**config.mk**
```make
export PLATFORM = sky130hd
export DESIGN_NAME = led_pwm_meter
export DESIGN_NICKNAME = d
export VERILOG_FILES = /design/src/rtl/led_pwm_meter_pkg.sv /design/src/rtl/led_pwm_meter_channel.sv /design/src/rtl/led_pwm_meter.sv
export SDC_FILE = /design/constraint.sdc
export NUM_CORES = 1
export LEC_CHECK = 0
export ABC_AREA = 0
export BUFFER_PORTS_ARGS = -buffer_cell sky130_fd_sc_hd__buf_2
export CAP_MARGIN = 10
export CORE_MARGIN = 2
export CORE_UTILIZATION = 60
export DETAILED_ROUTE_END_ITERATION = 7
export PLACE_DENSITY = 0.82
export SYNTH_ARGS = -nofsm -noshare
export SYNTH_HDL_FRONTEND = slang
export SYNTH_HIERARCHICAL = 1
export SYNTH_SLANG_ARGS = --single-unit
```
**constraint.sdc**
```tcl
create_clock -name i_clk -period 2.7 [get_ports i_clk]
set_input_delay 0 -clock i_clk [delete_from_list [all_inputs] [get_ports i_clk]]
set_output_delay 0 -clock i_clk [all_outputs]
set_load 0.01 [all_outputs]
```
**src/rtl/led_pwm_meter_pkg.sv**
```systemverilog
// Shared defaults and channel indices for the LED PWM meter.
package led_pkg;
    localparam int unsigned LED_FRAME_BITS_DEF  = 8;
    localparam int unsigned LED_SYNC_STAGES_DEF = 2;

    localparam int unsigned LED_R = 0;
    localparam int unsigned LED_G = 1;
    localparam int unsigned LED_B = 2;
endpackage

```
**src/rtl/led_pwm_meter_channel.sv**
```systemverilog
// One colour channel: input synchroniser, on-time accumulator and transition tracker.
module pwm_channel_meter
    import led_pkg::*;
#(
    parameter int unsigned FRAME_BITS  = LED_FRAME_BITS_DEF,
    parameter int unsigned SYNC_STAGES = LED_SYNC_STAGES_DEF
) (
    input  logic                  i_clk,
    input  logic                  i_rst,
    input  logic                  i_frame_end,
    input  logic                  i_line,
    output logic [FRAME_BITS:0]   o_duty,
    output logic                  o_steady
);

    logic [SYNC_STAGES-1:0] sync_q;
    logic                   prev_q;
    logic                   toggled_q;
    logic [FRAME_BITS:0]    acc_q;
    logic                   s_line;
    logic                   edge_now;
    logic [FRAME_BITS:0]    s_ext;

    assign s_line   = sync_q[SYNC_STAGES-1];
    assign edge_now = s_line != prev_q;
    assign s_ext    = {{FRAME_BITS{1'b0}}, s_line};

    always_ff @(posedge i_clk) begin
        if (i_rst) begin
            sync_q    <= '0;
            prev_q    <= 1'b0;
            toggled_q <= 1'b0;
            acc_q     <= '0;
            o_duty    <= '0;
            o_steady  <= 1'b0;
        end else begin
            sync_q[0] <= i_line;
            for (int i = 1; i < int'(SYNC_STAGES); i++) begin
                sync_q[i] <= sync_q[i-1];
            end
            // prev persists across frames so a boundary edge lands in the new frame
            prev_q <= s_line;
            if (i_frame_end) begin
                o_duty    <= acc_q + s_ext;
                o_steady  <= ~(toggled_q | edge_now);
                acc_q     <= '0;
                toggled_q <= 1'b0;
            end else begin
                acc_q     <= acc_q + s_ext;
                toggled_q <= toggled_q | edge_now;
            end
        end
    end

endmodule

```
**src/rtl/led_pwm_meter.sv**
```systemverilog
// Frame counter and valid strobe around three per-colour duty meters.
module led_pwm_meter
    import led_pkg::*;
#(
    parameter int unsigned FRAME_BITS  = LED_FRAME_BITS_DEF,
    parameter int unsigned SYNC_STAGES = LED_SYNC_STAGES_DEF
) (
    input  logic                  i_clk,
    input  logic                  i_rst,
    input  logic                  i_led_r,
    input  logic                  i_led_g,
    input  logic                  i_led_b,
    output logic [FRAME_BITS:0]   o_duty_r,
    output logic [FRAME_BITS:0]   o_duty_g,
    output logic [FRAME_BITS:0]   o_duty_b,
    output logic [2:0]            o_steady,
    output logic                  o_valid
);

    logic [FRAME_BITS-1:0] frame_cnt_q;
    logic                  frame_end;

    assign frame_end = frame_cnt_q == '1;

    always_ff @(posedge i_clk) begin
        if (i_rst) begin
            frame_cnt_q <= '0;
            o_valid     <= 1'b0;
        end else begin
            frame_cnt_q <= frame_cnt_q + 1'b1;
            o_valid     <= frame_end;
        end
    end

    pwm_channel_meter #(
        .FRAME_BITS  (FRAME_BITS),
        .SYNC_STAGES (SYNC_STAGES)
    ) u_meter_r (
        .i_clk       (i_clk),
        .i_rst       (i_rst),
        .i_frame_end (frame_end),
        .i_line      (i_led_r),
        .o_duty      (o_duty_r),
        .o_steady    (o_steady[LED_R])
    );

    pwm_channel_meter #(
        .FRAME_BITS  (FRAME_BITS),
        .SYNC_STAGES (SYNC_STAGES)
    ) u_meter_g (
        .i_clk       (i_clk),
        .i_rst       (i_rst),
        .i_frame_end (frame_end),
        .i_line      (i_led_g),
        .o_duty      (o_duty_g),
        .o_steady    (o_steady[LED_G])
    );

    pwm_channel_meter #(
        .FRAME_BITS  (FRAME_BITS),
        .SYNC_STAGES (SYNC_STAGES)
    ) u_meter_b (
        .i_clk       (i_clk),
        .i_rst       (i_rst),
        .i_frame_end (frame_end),
        .i_line      (i_led_b),
        .o_duty      (o_duty_b),
        .o_steady    (o_steady[LED_B])
    );

endmodule
```
==> summary.md, run 1 <==
| Metric | Value |
|---|---|
| # setup viols final | 0 |
| Number of global-route vias before repair | 1902 |
| Final min period | 1910 ps |
| Synth area leaders | dfxtp_1 (55%), nor2_1 (6.1%), a21oi_1 (3.7%) |
| Post-DP HPWL | 3.32 mm |
| Crit Path Category | flop to flop |
| Gr usage total | 20.5% |
| Sw Share | 21.2% |
| Least-Margin Pin Slew | 597 ps |
| Post-CTS Setup Inserts | 0 |
| Share of the synthesized area in the top cell type | 55.1% |
| Placed inst area | 3050 um^2 |
| Post-synth top area cell | dfxtp_1 |
| Reg clk slew, reported paths | 70 ps |
| R2R Path Start | frame_cnt_q[0] |
| R2R cell count | 6 |
| Sw Pwr | 0.421 mW |
| DRT iter0 DRCs | 192 |
| Num CTS Buffers | 9 |
| Slew headroom | 60.2% |
| Die Span Y | 72.8 um |
| Ports | 36 |
| Reg-to-reg slack, setup | 790 ps |
| Worst Skew | 5.50 ps |
| Synthesized area per cell | 9.62 um^2 |
| Seq pwr share | 59.1% |
| Pre-CTS setup slack | 830 ps |
| TNS Setup | 0 ps |
| H-tree depth | 3 |
| Syn Inst Count | 295 |
| Most frequent cells after synthesis | dfxtp_1 (78), nor2_1 (46), a21oi_1 (21), o21ai_0 (14), or3_1 (14) |
| Synth Net Count | 307 |
| Fin worst setup slack | 792 ps |
| Fin area | 3250 um^2 |
| Post-route ant nets | 0 |
| Hold endpoint | frame_cnt_q[0] |
| Initial antenna violation count | 0 |
| Hold path startpoint | i_rst |
| Max Clk Rate | 0.524 GHz |
| CP Cell Sequence | ha_1 > nand3_1 > nor3_2 > buf_4 > or2_2 > nor2_1 |
| Maxcap violations | 0 |
| CP top delay family | simple AND/OR/NAND/NOR gates |
| Count leader, synth | dfxtp_1 |
| P_int | 1.57 mW |
| Count of input and output buffers | 35 |
| RSZ-0062 raised after global routing | false |
| Yosys cell types | 26 |
| Outcome | finished clean |
| Buffer and inverter count on the worst path | 1 |
| Tot Pwr | 1.99 mW |
| Main synth FF type | dfxtp_1 |
| Fin util | 70.2% |
| Synthesized area | 2840 um^2 |
| DIE AREA | 5290 um^2 |
| Total wire length | 5.03 mm |
| Final nets | 346 |
| Overflow after GRT | 0 |
| Final Hold Fails | 0 |
| Clock tree buffer depth | 2 |
| DRT Pass-1 Iters | 4 |
| Core area | 4630 um^2 |
| Final Max Tran Viols | 0 |
| CP arrival | 2140 ps |
| Comb power frac | 2.7% |
| Post-synth EDFFs | 0 |
| Antenna diode count | 0 |
| Fill cell count | 356 |
| Initial core utilization | 61.3% |
| Max incr delay on CP | 380 ps |
| DRC viols | 0 |
| Post-CTS sizing | 0 |
| Via Count | 2191 |
| Share of layout cells above drive strength 1 | 17.8% |
| CTS tree | done |
| Critical path launch point | frame_cnt_q[0] |
| Worst hold path depth | 2 |
| Crit path max-delay cell type | dfxtp_1 |
| Via density | 5.59 |
| Clock insertion delay at the later pin of the skew report | 340 ps |
| CP max FO | 38 |
| HP Class | input pin to flop |
| VDD IR max | 0.496 mV |
| Ys async rst share | 0% |
| Die Wd | 72.8 um |
| Clock Power Share | 38.2% |
| First-pass GRT wire length | 8.31 mm |
| Multi-input gate area | 1190 um^2 |
| Register area | 1560 um^2 |
| Crit end category | flop |
| Leak Pwr | 1.22 nW |
| Fin crit share | 70.7% |
| Synth warn | 6 |
| Reg2reg end | u_meter_g/acc_q[4] |
| Clock Tree Root | clkbuf_8 |
| Number of synthesized register bits | 78 |
| Required @ worst endpoint | 2930 ps |
| Largest net degree at the start of global routing | 39 |
| Row cnt | 25 |
| Clock Sinks | 78 |
| Power density cells | 611 nW/um^2 |
| Critical path launch point type | flop |
| Synth-to-Final Area Change | 14.6% |
| Routed length per instance | 12.8 um |
| Placer congestion estimate | 0.780 |
| Sequential cell area fraction in the yosys report | 55.1% |
-- layout by cell type (no fill, tap or decap), types with 9 or more instances in the layout --
cell / Yosys / routed
a21oi_1: 21 / 21
nor2b_1: 10 / 10
a311oi_1: 12 / 12
a211oi_1: 9 / 9
clkbuf_8: 0 / 11
nor2_1: 46 / 46
or3_1: 14 / 14
inv_1: 9 / 9
o21ai_0: 14 / 14
buf_2: 3 / 35
dfxtp_1: 78 / 78
nand3_1: 11 / 11
-- layer usage --
layer	up-vias	share of wire [%]	global-route usage [%]
li1	1114	-	-
met2	41	47	31.7
met4	0	2.1	10.5
met5	-	0	0
met3	10	3.7	5.80
met1	1026	47	26.2
-- kinds of logic (layout without fill, tap and decap cells) --
family,Yosys count,count (layout),synth area share [%]
and+or+nand+nor,110,110,19.5
AOI/OAI and AO/OA,57,57,12.5
DFF,78,78,55.1
adders and majority gates,7,7,3.09
buffers and inverters,22,65,3.04
muxes,6,6,2.12
xor gates and xnor gates,15,15,4.63
-- flip-flops by register name, summed over array words and instances (netlist names), 2 cells and up --
signal and count:
u_meter_r/sync_q 2, u_meter_b/acc_q 9, u_meter_g/acc_q 9, u_meter_g/sync_q 2
u_meter_b/o_duty 9, frame_cnt_q 8, u_meter_b/sync_q 2, u_meter_g/o_duty 9
u_meter_r/o_duty 9, u_meter_r/acc_q 9
-- power groups by stage --
| stage | clock network (mW) | registers [mW] | logic, mW |
|---|---|---|---|
| after floorplan | 0 | 1.20 | 0.0377 |
| after global placement | 0 | 1.20 | 0.0488 |
| after detailed placement | 0 | 1.20 | 0.0506 |
| after CTS | 0.776 | 1.17 | 0.0544 |
| after global routing | 0.824 | 1.18 | 0.0618 |
| final | 0.759 | 1.17 | 0.0540 |
-- per-stage QoR --
step | cells | hold WS (ps)
3_5_place_dp | 374 | 217
3_3_place_gp | 374 | 207
4_1_cts | 392 | 136
5_1_grt | 392 | 179
6_report | 392 | 137
2_1_floorplan | 295 | 71.6
-- repair_timing --
item / in CTS / in global routing
setup endpoints to repair: 0 / 0
hold buffers: 3 / 0
hold endpoints to repair: 3 / 0
-- worst max path at each step --
stage | to | slack [ps] | depth (start not counted)
after global routing | u_meter_b/acc_q[4] | 640 | 6
after global placement | u_meter_g/acc_q[2] | 920 | 6
final | u_meter_g/acc_q[4] | 790 | 6
after floorplan | u_meter_b/acc_q[2] | 850 | 7
after CTS | u_meter_g/acc_q[7] | 800 | 6
after detailed placement | u_meter_g/acc_q[7] | 830 | 6
-- area by class of cell --
cell class,count,area share [%]
flip-flops and latches,78,48.0
multi-input cells,195,36.7
repair buffers,41,7.00
clock buffers,14,5.00
well taps,54,2.08
inverters,9,1.04
clock inverters,1,0.154
Power figures use the tool's default switching activity.
==> inputs of run 2 (changes only) <==
--- a/config.mk
+++ b/config.mk
@@ -9,9 +9,9 @@
 export BUFFER_PORTS_ARGS = -buffer_cell sky130_fd_sc_hd__buf_2
 export CAP_MARGIN = 10
 export CORE_MARGIN = 2
-export CORE_UTILIZATION = 60
+export CORE_UTILIZATION = 51
 export DETAILED_ROUTE_END_ITERATION = 7
-export PLACE_DENSITY = 0.82
+export PLACE_DENSITY = 0.74
 export SYNTH_ARGS = -nofsm -noshare
 export SYNTH_HDL_FRONTEND = slang
 export SYNTH_HIERARCHICAL = 1
==> constraint.sdc (replaced) <==
create_clock -name i_clk -period 1.6 [get_ports i_clk]
set_input_delay 0 -clock i_clk [delete_from_list [all_inputs] [get_ports i_clk]]
set_output_delay 0 -clock i_clk [all_outputs]
set_load 0.01 [all_outputs]
==> run 2 against run 1 <==
  * Combinational power is 110% higher
  * Cell area up 11%
  * Wire length increased by 6.3%
  * Largest power group unchanged
  * Die area is 17% higher
  * Largest cell class unchanged
  * Highest routed layer unchanged
  * Flip-flop and latch count stayed put
==> summary.md, run 2 (synthesis gave the netlist of run 1 again) <==
| Metric | Value |
|---|---|
| Clock Sinks | 78 (unchanged) |
| Die Wd | 78.6 um (+8.0%) |
| Slew headroom | 74.5% (+14 points) |
| Maxcap violations | 0 (unchanged) |
| Most frequent cells in the layout | dfxtp_1 (73), nor2_1 (46), buf_2 (35) |
| DIE AREA | 6170 um^2 (+17%) |
| Share of layout cells above drive strength 1 | 26.0% (+8.2 points) |
| Required @ worst endpoint | 1840 ps (-1090 ps) |
| CP arrival | 1820 ps (-320 ps) |
| Total wire length | 5.35 mm (+6.3%) |
| # setup viols final | 0 (unchanged) |
| Via Count | 2191 (unchanged) |
| Clock Tree Root | clkbuf_8 |
| DRC viols | 0 (unchanged) |
| Final nets | 361 (+4.3%) |
| H-tree depth | 3 (unchanged) |
| Gr usage total | 17.8% (-2.6 points) |
| Fin util | 66.2% (-4.1 points) |
| Final Hold Fails | 0 (unchanged) |
| Antenna diode count | 0 (unchanged) |
| Number of global-route vias before repair | 1993 (+4.8%) |
| Initial core utilization | 52.2% (-9.1 points) |
| Via density | 5.14 (-8.0%) |
| Row cnt | 27 (+8.0%) |
| Routed length per instance | 12.6 um (-2.2%) |
| Ports | 36 (unchanged) |
| Die Span Y | 78.6 um (+8.0%) |
| Initial antenna violation count | 0 (unchanged) |
| Worst Skew | 8.06 ps (+2.57 ps) |
| RSZ-0062 raised after global routing | true |
| HP Class | input pin to flop |
| Fin crit share | 99.2% (+29 points) |
| Met1 usage | 20.7% (-5.5 points) |
| Max incr delay on CP | 360 ps (-20 ps) |
| VDD IR max | 0.668 mV (+35%) |
| Placer congestion estimate | 0.759 (-2.8%) |
| First-pass GRT wire length | 8.63 mm (+3.8%) |
| Power density cells | 1060 nW/um^2 (+74%) |
| Count of input and output buffers | 35 (unchanged) |
| DRT iter0 DRCs | 91 (-53%) |
| Overflow after GRT | 0 (unchanged) |
| Crit Path Category | flop to flop |
| Least-Margin Pin Slew | 383 ps (-215 ps) |
| CP Cell Sequence | ha_4 > nand3_4 > nor3_4 > buf_6 > buf_12 > nor2_1 > a211oi_1 |
| Leak Pwr | 1.34 nW (+11%) |
| Core area | 5440 um^2 (+17%) |
| Largest net degree at the start of global routing | 27 (-31%) |
| Gr busiest metal | met2 |
| CTS tree | done |
| Outcome | finished clean |
| Clock insertion delay at the later pin of the skew report | 340 ps (about the same) |
| Clock tree buffer depth | 2 (unchanged) |
| Final min period | 1590 ps (-320 ps) |
| Crit path max-delay cell type | dfxtp_2 |
| Num CTS Buffers | 9 (unchanged) |
| Post-route ant nets | 0 (unchanged) |
| Final Max Tran Viols | 0 (unchanged) |
| DRT Pass-1 Iters | 4 (unchanged) |
| Reg clk slew, reported paths | 70 ps (about the same) |
| CP max FO | 8 (-79%) |
| Crit end category | flop |
| Max Clk Rate | 0.630 GHz (+20%) |
| Met3 usage | 5.29% (-0.51 points) |
| GR Util met2 | 29.9% (-1.8 points) |
| Most common cell after layout, fill and taps aside | dfxtp_1 |
| Fin Hold WS | 54.0 ps (-83.0 ps) |
| Critical path launch point type | flop |
| Synth-to-Final Area Change | 26.9% |
| Post-DP HPWL | 3.34 mm (+0.70%) |
## run 2: final timing paths
kind / from / end / slack, ps / cells after the start
min: i_rst / u_meter_b/o_duty[1] / 50 / 2
max reg2reg: frame_cnt_q[1] / u_meter_b/o_duty[2] / 10 / 7
min reg2reg: u_meter_b/sync_q[0] / u_meter_b/sync_q[1] / 440 / 1
max: frame_cnt_q[1] / u_meter_b/o_duty[2] / 10 / 7
## run 2: area by class of cell
cell class,count,area [um^2]
clock buffers,10,128
flip-flops and latches,78,1570
well taps,72,90.1
clock inverters,6,110
repair buffers,55,388
fillers,435,1840
multi-input cells,196,1280
inverters,9,33.8
## run 2: critical path, delay by kind of cell (launching register included)
family                   cells  cell delay (ps)
flip-flops                   1              360
AND/OR/NAND/NOR              3              410
buffers and inverters        2              300
adder cells (fa/ha/maj)      1              160
AO/OA/AOI/OAI                1              260
## run 2: what timing repair did
| item | 4_1_cts | 5_1_grt |
|---|---|---|
| endpoints found under the setup margin | 1 | 48 |
| resized for setup | 1 | 22 |
| buffers inserted | 0 | 5 |
| hold buffers | 3 | 0 |
| cloned | 0 | 3 |
| hold endpoints to repair | 3 | 0 |
| pin swaps | 0 | 9 |
## run 2: routing by layer
layer / vias up / wire, um
met3: 6 / 209
li1: 1148 / -
met4: 0 / 77
met5: - / 0
met2: 37 / 2640
met1: 1000 / 2420
## run 2: report_power, final
| group | switching (mW) | internal, mW |
|---|---|---|
| Clock | 0.691 | 1.03 |
| Sequential | 0.0165 | 1.97 |
| Combinational | 0.0604 | 0.0531 |
| Total | 0.768 | 3.05 |
## run 2: metrics by stage
step	TNS [ps]	cell area (um^2)	total power [mW]	cells	worst slack, ps
after floorplan	0	2860	2.09	295	42.7
after global placement	0	3160	2.12	400	44.7
after detailed placement	0	3160	2.12	400	15.8
after CTS	-1.47	3430	3.85	419	-1.47
after global routing	-766	3600	3.96	426	-75.3
final	0	3600	3.82	426	12.3
==> inputs of run 3 (changes only) <==
--- a/config.mk
+++ b/config.mk
@@ -5,13 +5,13 @@
 export SDC_FILE = /design/constraint.sdc
 export NUM_CORES = 1
 export LEC_CHECK = 0
-export ABC_AREA = 0
+export ABC_AREA = 1
 export BUFFER_PORTS_ARGS = -buffer_cell sky130_fd_sc_hd__buf_2
 export CAP_MARGIN = 10
 export CORE_MARGIN = 2
-export CORE_UTILIZATION = 51
+export CORE_UTILIZATION = 52
 export DETAILED_ROUTE_END_ITERATION = 7
-export PLACE_DENSITY = 0.74
+export PLACE_DENSITY = 0.75
 export SYNTH_ARGS = -nofsm -noshare
 export SYNTH_HDL_FRONTEND = slang
 export SYNTH_HIERARCHICAL = 1
==> run 3 against run 2 <==
  * Total power shrank 2.8%
  * Flip-flop and latch count unchanged
  * Register-to-register slack better by 100 ps
  * Sequential share of layout area shrank 1.1 points
  * Critical endpoint is now u_meter_g/o_duty[5]
==> summary.md, run 3 <==
| Metric | Value |
|---|---|
| Antenna diode count | 0 (unchanged) |
| Initial core utilization | 53.3% (+1.1 points) |
| Share of layout cells above drive strength 1 | 27.1% (+1.1 points) |
| Most common cell after layout, fill and taps aside | nand2_1 |
| Critical path launch point type | flop |
| Placer congestion estimate | 0.827 (+9.0%) |
| Post-DP HPWL | 3.96 mm (+19%) |
| Sequential cell area fraction in the yosys report | 50.1% (-5.0 points) |
| Clock Tree Root | clkbuf_8 |
| Final min period | 1490 ps (-99.9 ps) |
| Fin crit share | 93.0% (-6.2 points) |
| Synth warn | 6 (unchanged) |
| Post-synth EDFFs | 0 (unchanged) |
| Fin util | 63.0% (-3.2 points) |
| Critical Path Most Common Cell | nor2_4 |
| Gr usage total | 19.0% (+1.1 points) |
| CP max FO | 4 (-4) |
| Largest net degree at the start of global routing | 22 (-19%) |
| Final nets | 461 (+28%) |
| Crit end category | flop |
| Register area | 1560 um^2 (-0.24%) |
| Num CTS Buffers | 9 (unchanged) |
| Crit path max-delay cell type | dfxtp_2 |
| Least-Margin Pin Slew | 430 ps (+47.4 ps) |
| Layout Cells excl Fill | 529 (+24%) |
| Synthesized area | 3120 um^2 (+9.9%) |
| Via density | 4.72 (-8.3%) |
| Number of global-route vias before repair | 2279 (+14%) |
| Ys async rst share | 0% (unchanged) |
| Yosys cell types | 21 (-19%) |
| Total wire length | 5.52 mm (+3.3%) |
| Row cnt | 28 (+3.7%) |
| Clock insertion delay at the later pin of the skew report | 350 ps (about the same) |
| Synth Area in Compound Gates | 6.66% (-5.9 points) |
| Pre-CTS setup slack | 44.9 ps (+29.1 ps) |
| Synthesized area per cell | 7.89 um^2 (-18%) |
| H-tree depth | 3 (unchanged) |
| Syn Inst Count | 395 (+34%) |
| Overflow after GRT | 0 (unchanged) |
| Reg clk slew, reported paths | 80 ps (about the same) |
| First-pass GRT wire length | 9.58 mm (+11%) |
| Die Span Y | 81.4 um (+3.6%) |
| Largest family of logic cells by synthesized area | simple AND/OR/NAND/NOR gates |
| Mux cell area share after synthesis | 0% (-2.1 points) |
| VDD IR max | 0.810 mV (+21%) |
| Max incr delay on CP | 340 ps (-20 ps) |
| TNS Setup | 0 ps (unchanged) |
| DRT Pass-1 Iters | 5 (+1) |
| DRC viols | 0 (unchanged) |
| Share of the synthesized area in the top cell type | 50.1% (-5.0 points) |
| Most frequent cells in the layout | nand2_1 (79), dfxtp_1 (76), nor2_1 (54) |
| Synth Area in Adders | 2.81% (-0.28 points) |
| Fill cell count | 511 (+17%) |
| Post-route ant nets | 0 (unchanged) |
| Number of synthesized register bits | 78 (unchanged) |
| Core area | 5850 um^2 (+7.6%) |
| Main synth FF type | dfxtp_1 |
| Maxcap violations | 0 (unchanged) |
| CP Cell Sequence | ha_1 > nand2_2 > nor2_4 > nand3_2 > inv_2 > inv_1 > nor2_4 > buf_4 > nand3_1 > nand2_1 |
| Via Count | 2496 (+14%) |
| # setup viols final | 0 (unchanged) |
| Clock Sinks | 78 (unchanged) |
| Die Wd | 81.4 um (+3.6%) |
| Multi-input gate area | 1340 um^2 (+4.3%) |
| HP Class | input pin to flop |
| DRT iter0 DRCs | 57 (-37%) |
| Final Hold Fails | 0 (unchanged) |
| Clock tree buffer depth | 2 (unchanged) |
| Fin worst setup slack | 112 ps (+99.9 ps) |
| Power density cells | 1010 nW/um^2 (-5.1%) |
| Xor/xnor cell area share of the yosys netlist | 1.69% (-2.9 points) |
| Simple-gate share of the synthesized area | 31.2% (+12 points) |
| CP arrival | 1780 ps (-40 ps) |
| Worst Skew | 8.12 ps (+0.0535 ps) |
| Inst Count DP | 509 (+27%) |
| Synth-to-Final Area Change | 18.3% |
| Post-synth top area cell | dfxtp_1 |
| Slew headroom | 71.3% (-3.2 points) |
| Tot Pwr | 3.71 mW (-2.8%) |
| Routed length per instance | 10.4 um (-17%) |
| Crit Path Category | flop to flop |
| Count leader, synth | nand2_1 |
| Synth Net Count | 407 (+33%) |
| Count of input and output buffers | 35 (unchanged) |
| CTS tree | done |
| Final Max Tran Viols | 0 (unchanged) |
| Required @ worst endpoint | 1900 ps (+60 ps) |
| Initial antenna violation count | 0 (unchanged) |
| Synth area leaders | dfxtp_1 (50%), nand2_1 (9.6%), nor2_1 (6.5%) |
| Max Clk Rate | 0.672 GHz (+6.7%) |
| Ports | 36 (unchanged) |
| Most frequent cells after synthesis | nand2_1 (80), dfxtp_1 (78), nor2_1 (54), inv_1 (45), nand3_1 (31) |
| DIE AREA | 6630 um^2 (+7.4%) |
| Outcome | finished clean |
| Leak Pwr | 1.63 nW (+22%) |
## run 3: per-layer routing
metal / GRT usage, % / wire length [um]
met2: 31.1 / 2570
met4: 9.32 / 105
met5: 0 / 0
met3: 6.04 / 241
met1: 22.5 / 2610
## run 3: worst max-delay path, delay by kind of cell, from the launching register on
family,cells,cell delay [ps]
flip-flops,1,340
AND/OR/NAND/NOR,6,610
buffers and inverters,3,320
adder cells (fa/ha/maj),1,180
## run 3: repair_timing
action / CTS / global route
gates resized for setup: 0 / 10
buffers inserted: 0 / 1
endpoints found under the setup margin: 0 / 54
hold buffers: 3 / 0
endpoints found under the hold margin: 3 / 0
## run 3: logic make-up after synthesis
family	after synthesis
simple gates	213
xor+xnor	6
buf+inv	57
fa+ha+maj	7
flops	78
compound gates	34
## run 3: layout make-up
type                    count  area share (%)
flip-flops and latches     78            42.4
multi-input cells         260            36.3
repair buffers             46            7.19
inverters                  54            5.56
clock buffers               9            3.36
clock inverters             7            2.65
well taps                  75            2.54
## run 3: power by group
group	total (mW)	internal, mW	leakage (nW)	switching (mW)
combinational	0.128	0.0444	0.896	0.0837
clock	1.61	0.883	0.106	0.725
sequential	1.98	1.97	0.632	0.0123
## run 3: worst paths after layout
path / end / slack, ps / depth (start not counted) / from
setup / recovery: u_meter_g/o_duty[5] / 110 / 10 / frame_cnt_q[1]
hold / removal: frame_cnt_q[0] / 60 / 2 / i_rst
setup reg to reg: u_meter_g/o_duty[5] / 110 / 10 / frame_cnt_q[1]
hold reg to reg: u_meter_g/sync_q[1] / 400 / 2 / u_meter_g/sync_q[0]
## run 3: metrics by stage
stage | hold WS, ps | cell area [um^2]
finish | 56.3 | 3690
global route | 67.8 | 3690
detailed placement | 208 | 3410
global placement | 203 | 3410
floorplan | 66.7 | 3120
CTS | 42.8 | 3660
